`src/rtl/snake_pkg.sv`:
```
// Shared constants for the snake game blocks: play-state encoding, BCD sizing
// and the active-low seven-segment glyph table.
package snake_pkg;

  localparam logic [1:0] ST_IDLE = 2'd0;
  localparam logic [1:0] ST_PLAY = 2'd1;
  localparam logic [1:0] ST_OVER = 2'd2;

  localparam int DIGIT_W = 4;
  localparam int DIGITS  = 4;

  // {g,f,e,d,c,b,a}, active-low; non-decimal codes blank the digit
  localparam logic [6:0] SEG_GLYPH [0:15] = '{
    7'h40, 7'h79, 7'h24, 7'h30, 7'h19, 7'h12, 7'h02, 7'h78,
    7'h00, 7'h10, 7'h7F, 7'h7F, 7'h7F, 7'h7F, 7'h7F, 7'h7F
  };

  function automatic logic [15:0] to_bcd(input int n);
    return {4'(n / 1000 % 10), 4'(n / 100 % 10), 4'(n / 10 % 10), 4'(n % 10)};
  endfunction

endpackage

```
`src/rtl/bcd_to_7seg.sv`:
```
// Single BCD digit to active-low seven-segment glyph lookup.
module bcd_to_7seg
  import snake_pkg::*;
(
  input  logic [3:0] bcd,
  output logic [6:0] seg
);

  always_comb begin
    seg = SEG_GLYPH[bcd];
  end

endmodule

```
`src/rtl/score_keeper.sv`:
```
// BCD score / high-score keeper with IDLE-PLAY-OVER play state and a
// time-multiplexed 4-digit common-anode seven-segment driver.
module score_keeper
  import snake_pkg::*;
#(
  parameter int REFRESH_BITS = 16,
  parameter int MAX_SCORE    = 9999
) (
  input  logic        VGA_clk,
  input  logic        rst,
  input  logic        start,
  input  logic        game_over,
  input  logic        score_increment,
  input  logic        show_high,
  output logic [15:0] score,
  output logic [15:0] high_score,
  output logic        playing,
  output logic [3:0]  an,
  output logic [6:0]  seg
);

  localparam int          SCORE_W = DIGITS * DIGIT_W;
  localparam logic [15:0] MAX_BCD = to_bcd(MAX_SCORE);

  logic [1:0]              state;
  logic                    inc_d;
  logic                    go_d;
  logic                    inc_edge;
  logic                    go_edge;
  logic [REFRESH_BITS-1:0] refresh_cnt;
  logic [1:0]              digit_idx;
  logic [SCORE_W-1:0]      sel_val;
  logic [DIGIT_W-1:0]      sel_digit;
  logic [6:0]              seg_next;

  function automatic logic [15:0] bcd_inc(input logic [15:0] v);
    logic [15:0] r;
    logic        carry;
    r     = v;
    carry = 1'b1;
    for (int i = 0; i < DIGITS; i++) begin
      if (carry) begin
        if (v[i*DIGIT_W +: DIGIT_W] == 4'd9) begin
          r[i*DIGIT_W +: DIGIT_W] = 4'd0;
        end else begin
          r[i*DIGIT_W +: DIGIT_W] = v[i*DIGIT_W +: DIGIT_W] + 4'd1;
          carry = 1'b0;
        end
      end
    end
    return r;
  endfunction

  // Most significant differing digit decides
  function automatic logic bcd_gt(input logic [15:0] a, input logic [15:0] b);
    logic decided;
    logic gt;
    decided = 1'b0;
    gt      = 1'b0;
    for (int i = DIGITS - 1; i >= 0; i--) begin
      if (!decided && (a[i*DIGIT_W +: DIGIT_W] != b[i*DIGIT_W +: DIGIT_W])) begin
        decided = 1'b1;
        gt      = a[i*DIGIT_W +: DIGIT_W] > b[i*DIGIT_W +: DIGIT_W];
      end
    end
    return gt;
  endfunction

  assign inc_edge = score_increment & ~inc_d;
  assign go_edge  = game_over & ~go_d;

  always_ff @(posedge VGA_clk or posedge rst) begin
    if (rst) begin
      state      <= ST_IDLE;
      playing    <= 1'b0;
      score      <= '0;
      high_score <= '0;
      inc_d      <= 1'b0;
      go_d       <= 1'b0;
    end else begin
      inc_d <= score_increment;
      go_d  <= game_over;
      if (start) begin
        state   <= ST_PLAY;
        playing <= 1'b1;
        score   <= '0;
      end else if (state == ST_PLAY && go_edge) begin
        state   <= ST_OVER;
        playing <= 1'b0;
        if (bcd_gt(score, high_score)) high_score <= score;
      end else if (state == ST_PLAY && inc_edge && score != MAX_BCD) begin
        score <= bcd_inc(score);
      end
    end
  end

  // Display refresh: digit index steps whenever the counter wraps
  assign sel_val   = show_high ? high_score : score;
  assign sel_digit = sel_val[{digit_idx, 2'b00} +: DIGIT_W];

  bcd_to_7seg u_dec (
    .bcd (sel_digit),
    .seg (seg_next)
  );

  always_ff @(posedge VGA_clk or posedge rst) begin
    if (rst) begin
      refresh_cnt <= '0;
      digit_idx   <= 2'd0;
      an          <= 4'b1110;
      seg         <= 7'b1000000;
    end else begin
      refresh_cnt <= refresh_cnt + 1'b1;
      if (&refresh_cnt) digit_idx <= digit_idx + 2'd1;
      an  <= ~(4'b0001 << digit_idx);
      seg <= seg_next;
    end
  end

endmodule

```
`config.mk`:
```
export PLATFORM = sky130hd
export DESIGN_NAME = score_keeper
export DESIGN_NICKNAME = d
export VERILOG_FILES = /design/src/rtl/snake_pkg.sv /design/src/rtl/bcd_to_7seg.sv /design/src/rtl/score_keeper.sv
export SDC_FILE = /design/constraint.sdc
export NUM_CORES = 1
export LEC_CHECK = 0
export BUFFER_PORTS_ARGS = -buffer_cell sky130_fd_sc_hd__buf_2
export CORE_MARGIN = 3
export CORE_UTILIZATION = 58
export CTS_CLUSTER_DIAMETER = 50
export DETAILED_ROUTE_END_ITERATION = 8
export PLACE_DENSITY = 0.79
export SYNTH_ARGS = -nofsm -noshare
export SYNTH_HDL_FRONTEND = slang
export SYNTH_SLANG_ARGS = --single-unit
```
`constraint.sdc`:
```
create_clock -name VGA_clk -period 6.3 [get_ports VGA_clk]
set_input_delay 0.63 -clock VGA_clk [delete_from_list [all_inputs] [get_ports VGA_clk]]
set_output_delay 0.63 -clock VGA_clk [all_outputs]
set_load 0.005 [all_outputs]
```
[Yosys cells after proc, flatten, opt, wreduce, memory -nomap -nowiden]
Memory sizes are Yosys's and may differ from the RTL's. A register that Yosys moved wholly into a read port is not among the register bits.
Index checks and enable logic that the tools add are counted.
Storage, ports and cells
  register bits after elaboration: 59
  latch bits: 0
  memory bits (writable): 0
  bits in read-only memories: 112
  input bits: 6
  word-level logic and storage cells: 107
  memories kept: 1
Memories
  (name not given): words 16, width 7, read ports 1, clocked after Yosys merged registers in 1, write ports 0, RTL line bcd_to_7seg.sv:10  | seg = SEG_GLYPH[bcd];
Cells by class
  add/subtract/negate cells: 6
  multipliers: 0
  div/mod/pow operators: 0
  $lt $le $gt $ge: 4
  eq/ne operators: 11
  shift operators: 2
  mux-type cells: 44
  bitwise operators: 7
  reductions and logical operators: 20
Operator list (count)
  two-way mux 16 bit: 4
  two-way mux 1 bit: 31
  two-way mux 4 bit: 7
  adder 16 x 1 -> 16 bit, second input constant: 1
  adder 4 x 1 -> 4 bit, second input constant: 4
  equality test 4 bit, second input constant: 4
  > comparator 4 bit: 4
  inequality test 16 bit, second input constant: 1
  inequality test 4 bit: 4
  AND reduction 16 bit: 1
  variable part select 16 x 5 -> 4 bit: 1
  AND reduction 3 bit: 4
  nonzero test 2 bit: 5
  logical AND 1 bit: 6
  NOT 4 -> 5 bit: 1
  two-way mux 2 bit: 2
  NOT 4 bit: 1
  << shifter 1 x 2 -> 4 bit, first input constant: 1
  zero test 1 bit: 3
  NOT 1 bit: 3
  adder 2 x 1 -> 2 bit, second input constant: 1
  AND 1 bit: 2
  equality test 2 x 1 -> 1 bit, second input constant: 1
  inequality test 2 bit, second input constant: 1
  AND reduction 2 bit: 1

[Logic depth before layout (Yosys ltp)]
  word-level depth: 21
  depth in mapped cells: 9

[Modules after synthesis]
Synthesis repeated with hierarchy kept, for this count alone.
Unflattened totals
  cells, all modules: 341
  area total of the unflattened synthesis: 3637.2 µm²
By module, submodules not included
  score_keeper: instances 1, cells each 308, area each 3427.0 µm²
  bcd_to_7seg: instances 1, cells each 33, area each 210.2 µm²

[Worst setup path before layout]
OpenSTA, ideal clock, no wires.
  path kind: flip-flop to flip-flop
  from: reg score[8]
  to: reg high_score[12]
  arrival: 2163 ps
  required time: 6162 ps
  slack: 3999 ps
  stages on the path, launching flop included: 8
  cell sequence: dfrtp_1 inv_1 ha_1 nand2b_4 a2111oi_4 nor4_4 and4_1 or4_1
On the way
  cells in the longest elaborated chain, start to end: 16
  elaborated cells between the ends (all ways): 19
RTL lines
  from (decl): RTL line score_keeper.sv:15  | output logic [15:0] score,
  from (signal assigned): RTL line score_keeper.sv:92  | score <= bcd_inc(score);
  inequality test 4 bit: RTL line score_keeper.sv:61  | if (!decided && (a[i*DIGIT_W +: DIGIT_W] != b[i*DIGIT_W +: DIGIT_W])) begin
  logical AND 1 bit: RTL line score_keeper.sv:61
  two-way mux 1 bit: RTL line score_keeper.sv:61
  two-way mux 1 bit: RTL line score_keeper.sv:87  | end else if (state == ST_PLAY && go_edge) begin
  two-way mux 1 bit: RTL line score_keeper.sv:83  | if (start) begin
  zero test 1 bit: RTL line score_keeper.sv:61
  logical AND 1 bit: RTL line score_keeper.sv:61
  two-way mux 1 bit: RTL line score_keeper.sv:61
  two-way mux 1 bit: RTL line score_keeper.sv:87
  two-way mux 1 bit: RTL line score_keeper.sv:83
  zero test 1 bit: RTL line score_keeper.sv:61
  logical AND 1 bit: RTL line score_keeper.sv:61
  two-way mux 1 bit *: RTL line score_keeper.sv:61
  two-way mux 1 bit *: RTL line score_keeper.sv:87
  two-way mux 1 bit *: RTL line score_keeper.sv:83
  AND reduction 3 bit (no line) *
  to (signal assigned): RTL line score_keeper.sv:90  | if (bcd_gt(score, high_score)) high_score <= score;
  to (decl): RTL line score_keeper.sv:16  | output logic [15:0] high_score,
Mark *: on every way between the ends. The rest lies on a longest branch, timed or not. The select of a mux whose other input is x is not followed.
A chain may end at the register's enable or synchronous reset.

[Worst setup path in the final report]
  from: reg score[4]
  to: reg high_score[1]
On the way
  cells in the longest elaborated chain, start to end: 11
  elaborated cells between the ends (all ways): 13
RTL lines (RTL line)
  inequality test 4 bit: score_keeper.sv:61
  logical AND 1 bit: score_keeper.sv:61
  two-way mux 1 bit: score_keeper.sv:61
  two-way mux 1 bit: score_keeper.sv:87
  two-way mux 1 bit: score_keeper.sv:83
  zero test 1 bit: score_keeper.sv:61
  logical AND 1 bit: score_keeper.sv:61
  two-way mux 1 bit *: score_keeper.sv:61
  two-way mux 1 bit *: score_keeper.sv:87
  two-way mux 1 bit *: score_keeper.sv:83
  AND reduction 3 bit (no line) *
Marked as above.

==> impl_metrics.env <==
export IMPL_initial_utilization_pct=61.1
export IMPL_synth_warn=0
export IMPL_reg2reg_from="score[4]"
export IMPL_worst_ep_arrival_time_ns=2.94
export IMPL_placement_rows=30
export IMPL_route_detailed_drc=0
export IMPL_crit_start="score[4]"
export IMPL_postSynthCellCount=430
export IMPL_io_buffer_count=49
export IMPL_first_global_vias=3566
export IMPL_final_max_slew_violation_count=0
export IMPL_setup_viol=0
export IMPL_criticalPathCategory="reg2reg"
export IMPL_vertical_die_dimension_um=91.5
export IMPL_synth_simple_gate_area_share_pct=21.5
export IMPL_power_density_nw_per_um2=172
export IMPL_dpl_hpwl_um=7220
export IMPL_multiInputGateArea_um2=2380
export IMPL_min_period_over_period_pct=43.3
export IMPL_synth_edff_count=0
export IMPL_max_freq_mhz=367
export IMPL_crit_end_category="flop"
export IMPL_setup_reg_to_reg_worst_slack_ns=3.57
export IMPL_min_delay_path_class="in2reg"
export IMPL_initial_antenna_violation_count=0
export IMPL_gr_total_overflow=0
export IMPL_die_w_um=91.5
export IMPL_synth_yosys_seq_area_share_pct=38.5
export IMPL_utilization_pct=68.3
export IMPL_cts_htree_levels=3
export IMPL_finish_net_count=516
export IMPL_synth_fp_nets=470
export IMPL_gpl_final_weighted_congestion=0.901
export IMPL_via_density=6.33
export IMPL_crit_path_start_kind="flop"
export IMPL_tritoncts="yes"
export IMPL_yosys_register_bits=65
export IMPL_global_route_wire_length_before_repair_um=17200
export IMPL_cp_endpoint="high_score[1]"
export IMPL_outcome="completed"
export IMPL_drt_wl_total_um=10100
export IMPL_post_cts_setup_buffer_count=0
export IMPL_drive_gt1_share_pct=20.0
export IMPL_post_layout_total_power_w=0.000818
export IMPL_cts_max_path_buffers=2
export IMPL_post_synth_xor_area_fraction_pct=3.30
export IMPL_final_cell_count_no_fill=577
export IMPL_timing_max_slew_rel_slack_pct=38.3
export IMPL_clock_pin_slew_on_the_worst_setup_and_hold_paths_ns=0.07
export IMPL_grt_use_total_pct=25.6
export IMPL_ys_dominant_reg_cell="dfrtp_1"
export IMPL_reg2reg_to="high_score[1]"
export IMPL_skew_ns=0.0105
export IMPL_synth_cell_type_count=57
export IMPL_place_detailed_instances=561
export IMPL_antenna_violating_nets_post_route=0
export IMPL_synth_compound_area_share_pct=14.1
export IMPL_detail_route_iter0_violations=324
export IMPL_worst_r2r_path_depth=8
export IMPL_vias=3650
export IMPL_ys_async_sr_fraction_pct=100
export IMPL_fillers=560
export IMPL_grt_max_degree=66
export IMPL_worstPathRequired_ns=6.52
export IMPL_post_synth_most_frequent_cells="dfrtp_1, inv_1, ha_1"
export IMPL_ctsRootBufferMaster="clkbuf_8"
export IMPL_finalWorstPathRequiredPeriod_ns=2.73
export IMPL_area_sequential_um2=1630
export IMPL_floorplan_core_area_um2=6940
export IMPL_total_leakage_power_nw=2.24
export IMPL_hold_violations=0
export IMPL_holdBufCountCts=0
export IMPL_grt_setup_unrepaired="false"
export IMPL_hold_worst_slack_ns=0.424
export IMPL_layout_area_overhead_vs_synth_pct=11.9
export IMPL_synthesis_area_per_instance_um2=9.86
export IMPL_worst_slew_pin_slew_ns=0.918
export IMPL_drt_pre_antenna_iters=5
export IMPL_share_of_cell_area_taken_by_muxes_after_synthesis_pct=6.84
export IMPL_cts_repair_resized=0
export IMPL_yosysTopAreaCellShare_pct=36.0
export IMPL_fp_dieArea_um2=8380
export IMPL_synth_largest_area_cell="dfrtp_1"
export IMPL_vdd_ir_drop_worst_v=0.000107
export IMPL_post_synthesis_adder_cell_area_fraction_pct=10.0
export IMPL_clkLatencyLatePin_ns=0.34
export IMPL_mappedNetlistArea_um2=4240
export IMPL_routed_wire_length_per_instance_um=17.4
export IMPL_numCtsBuffers=9
export IMPL_clkSinkCount=65
export IMPL_setup_tns_ns=0
export IMPL_ys_top_cells_by_area="dfrtp_1, ha_1, nand4_1, mux4_2, inv_1"
export IMPL_synth_top_family_by_area="simple AND/OR/NAND/NOR gates"
export IMPL_max_cap_violations=0
export IMPL_yosys_cell_count_top_type="dfrtp_1"
export IMPL_worst_path_max_fanout=20
export IMPL_pin_count=50
export IMPL_insertedDiodeCount=0
-- worst min-delay path by stage --
| stage | startpoint | to | slack (ns) | depth (start not counted) |
|---|---|---|---|---|
| finish | score_increment | inc_d | 0.42 | 1 |
| global route | score_increment | inc_d | 0.41 | 1 |
| CTS | score_increment | inc_d | 0.41 | 1 |
| detailed placement | refresh_cnt[4] | refresh_cnt[4] | 0.46 | 1 |
| global placement | refresh_cnt[15] | refresh_cnt[15] | 0.45 | 1 |
| floorplan | refresh_cnt[15] | refresh_cnt[15] | 0.44 | 1 |
-- layout make-up --
type                            instances  share of cell area (%)
Multi-Input combinational cell        304                    50.1
Sequential cell                        65                    34.4
Timing Repair Buffer                   55                    6.12
Inverter                               41                    3.24
Clock buffer                           11                    2.98
Tap cell                               96                    2.53
Clock inverter                          5                   0.659
-- layout by cell type, fill, tap and decap left out, drive strengths merged, types with 3 or more instances in the layout --
cell type and count:
dfrtp 61, buf 55, inv 40, ha 34, nand4 31, nor2 27
a21oi 19, nand3 18, nand2 16, or3 16, a211o 13, xnor2 12
clkbuf 11, o21ai 10, a22oi 8, mux4 8, nor2b 8, nor3 6
or4 5, and4 5, o21a 5, o22ai 5, a31oi 5, mux2i 5
clkinv 5, and3b 4, a211oi 4, a21o 4, xor2 4, dfstp 4
nand2b 4, nand3b 3, and3 3
-- critical path, stage by stage, from the launching register on --
cell	delay, ns
dfrtp_1	0.47
inv_1	0.13
ha_1	0.33
nand2b_1	0.16
a211oi_1	0.31
o21ai_2	0.23
buf_4	0.27
and4_1	0.19
or4_1	0.53
-- metrics by stage --
step / setup slack (ns) / instance area, um^2
after floorplan: 4.00 / 4240
after global placement: 3.70 / 4570
after detailed placement: 3.62 / 4570
after CTS: 3.59 / 4750
after global routing: 3.39 / 4750
final: 3.57 / 4750
-- sequential cells by signal, summed over array words and instances (netlist names) --
register,flops
refresh_cnt,16
high_score,16
go_d,1
digit_idx,2
score,16
seg,7
state,2
inc_d,1
an,4
-- metal layers --
metal / vias to the layer above / share of wire (%) / global-route usage (%)
li1: 1687 / - / -
met3: 20 / 6.3 / 5.22
met1: 1770 / 44 / 34.2
met5: - / 0 / 0
met4: 0 / 2.1 / 8.54
met2: 173 / 48 / 41.4
-- power breakdown --
group          leakage [nW]  internal (W)  total (W)  switching [W]
Combinational          1.38     0.0000292  0.0000689      0.0000397
Sequential            0.766      0.000426   0.000435     0.00000913
Clock                0.0891      0.000152   0.000314       0.000162
Total                  2.24      0.000607   0.000818       0.000211
-- cells by family after synthesis --
group | after synthesis
buffers and inverters | 61
flip-flops | 65
AND/OR/NAND/NOR | 155
XOR/XNOR | 16
multiplexers | 15
AO/OA/AOI/OAI | 84
adder cells (fa/ha/maj) | 34
Note: power is estimated with default switching activity, not from simulation.
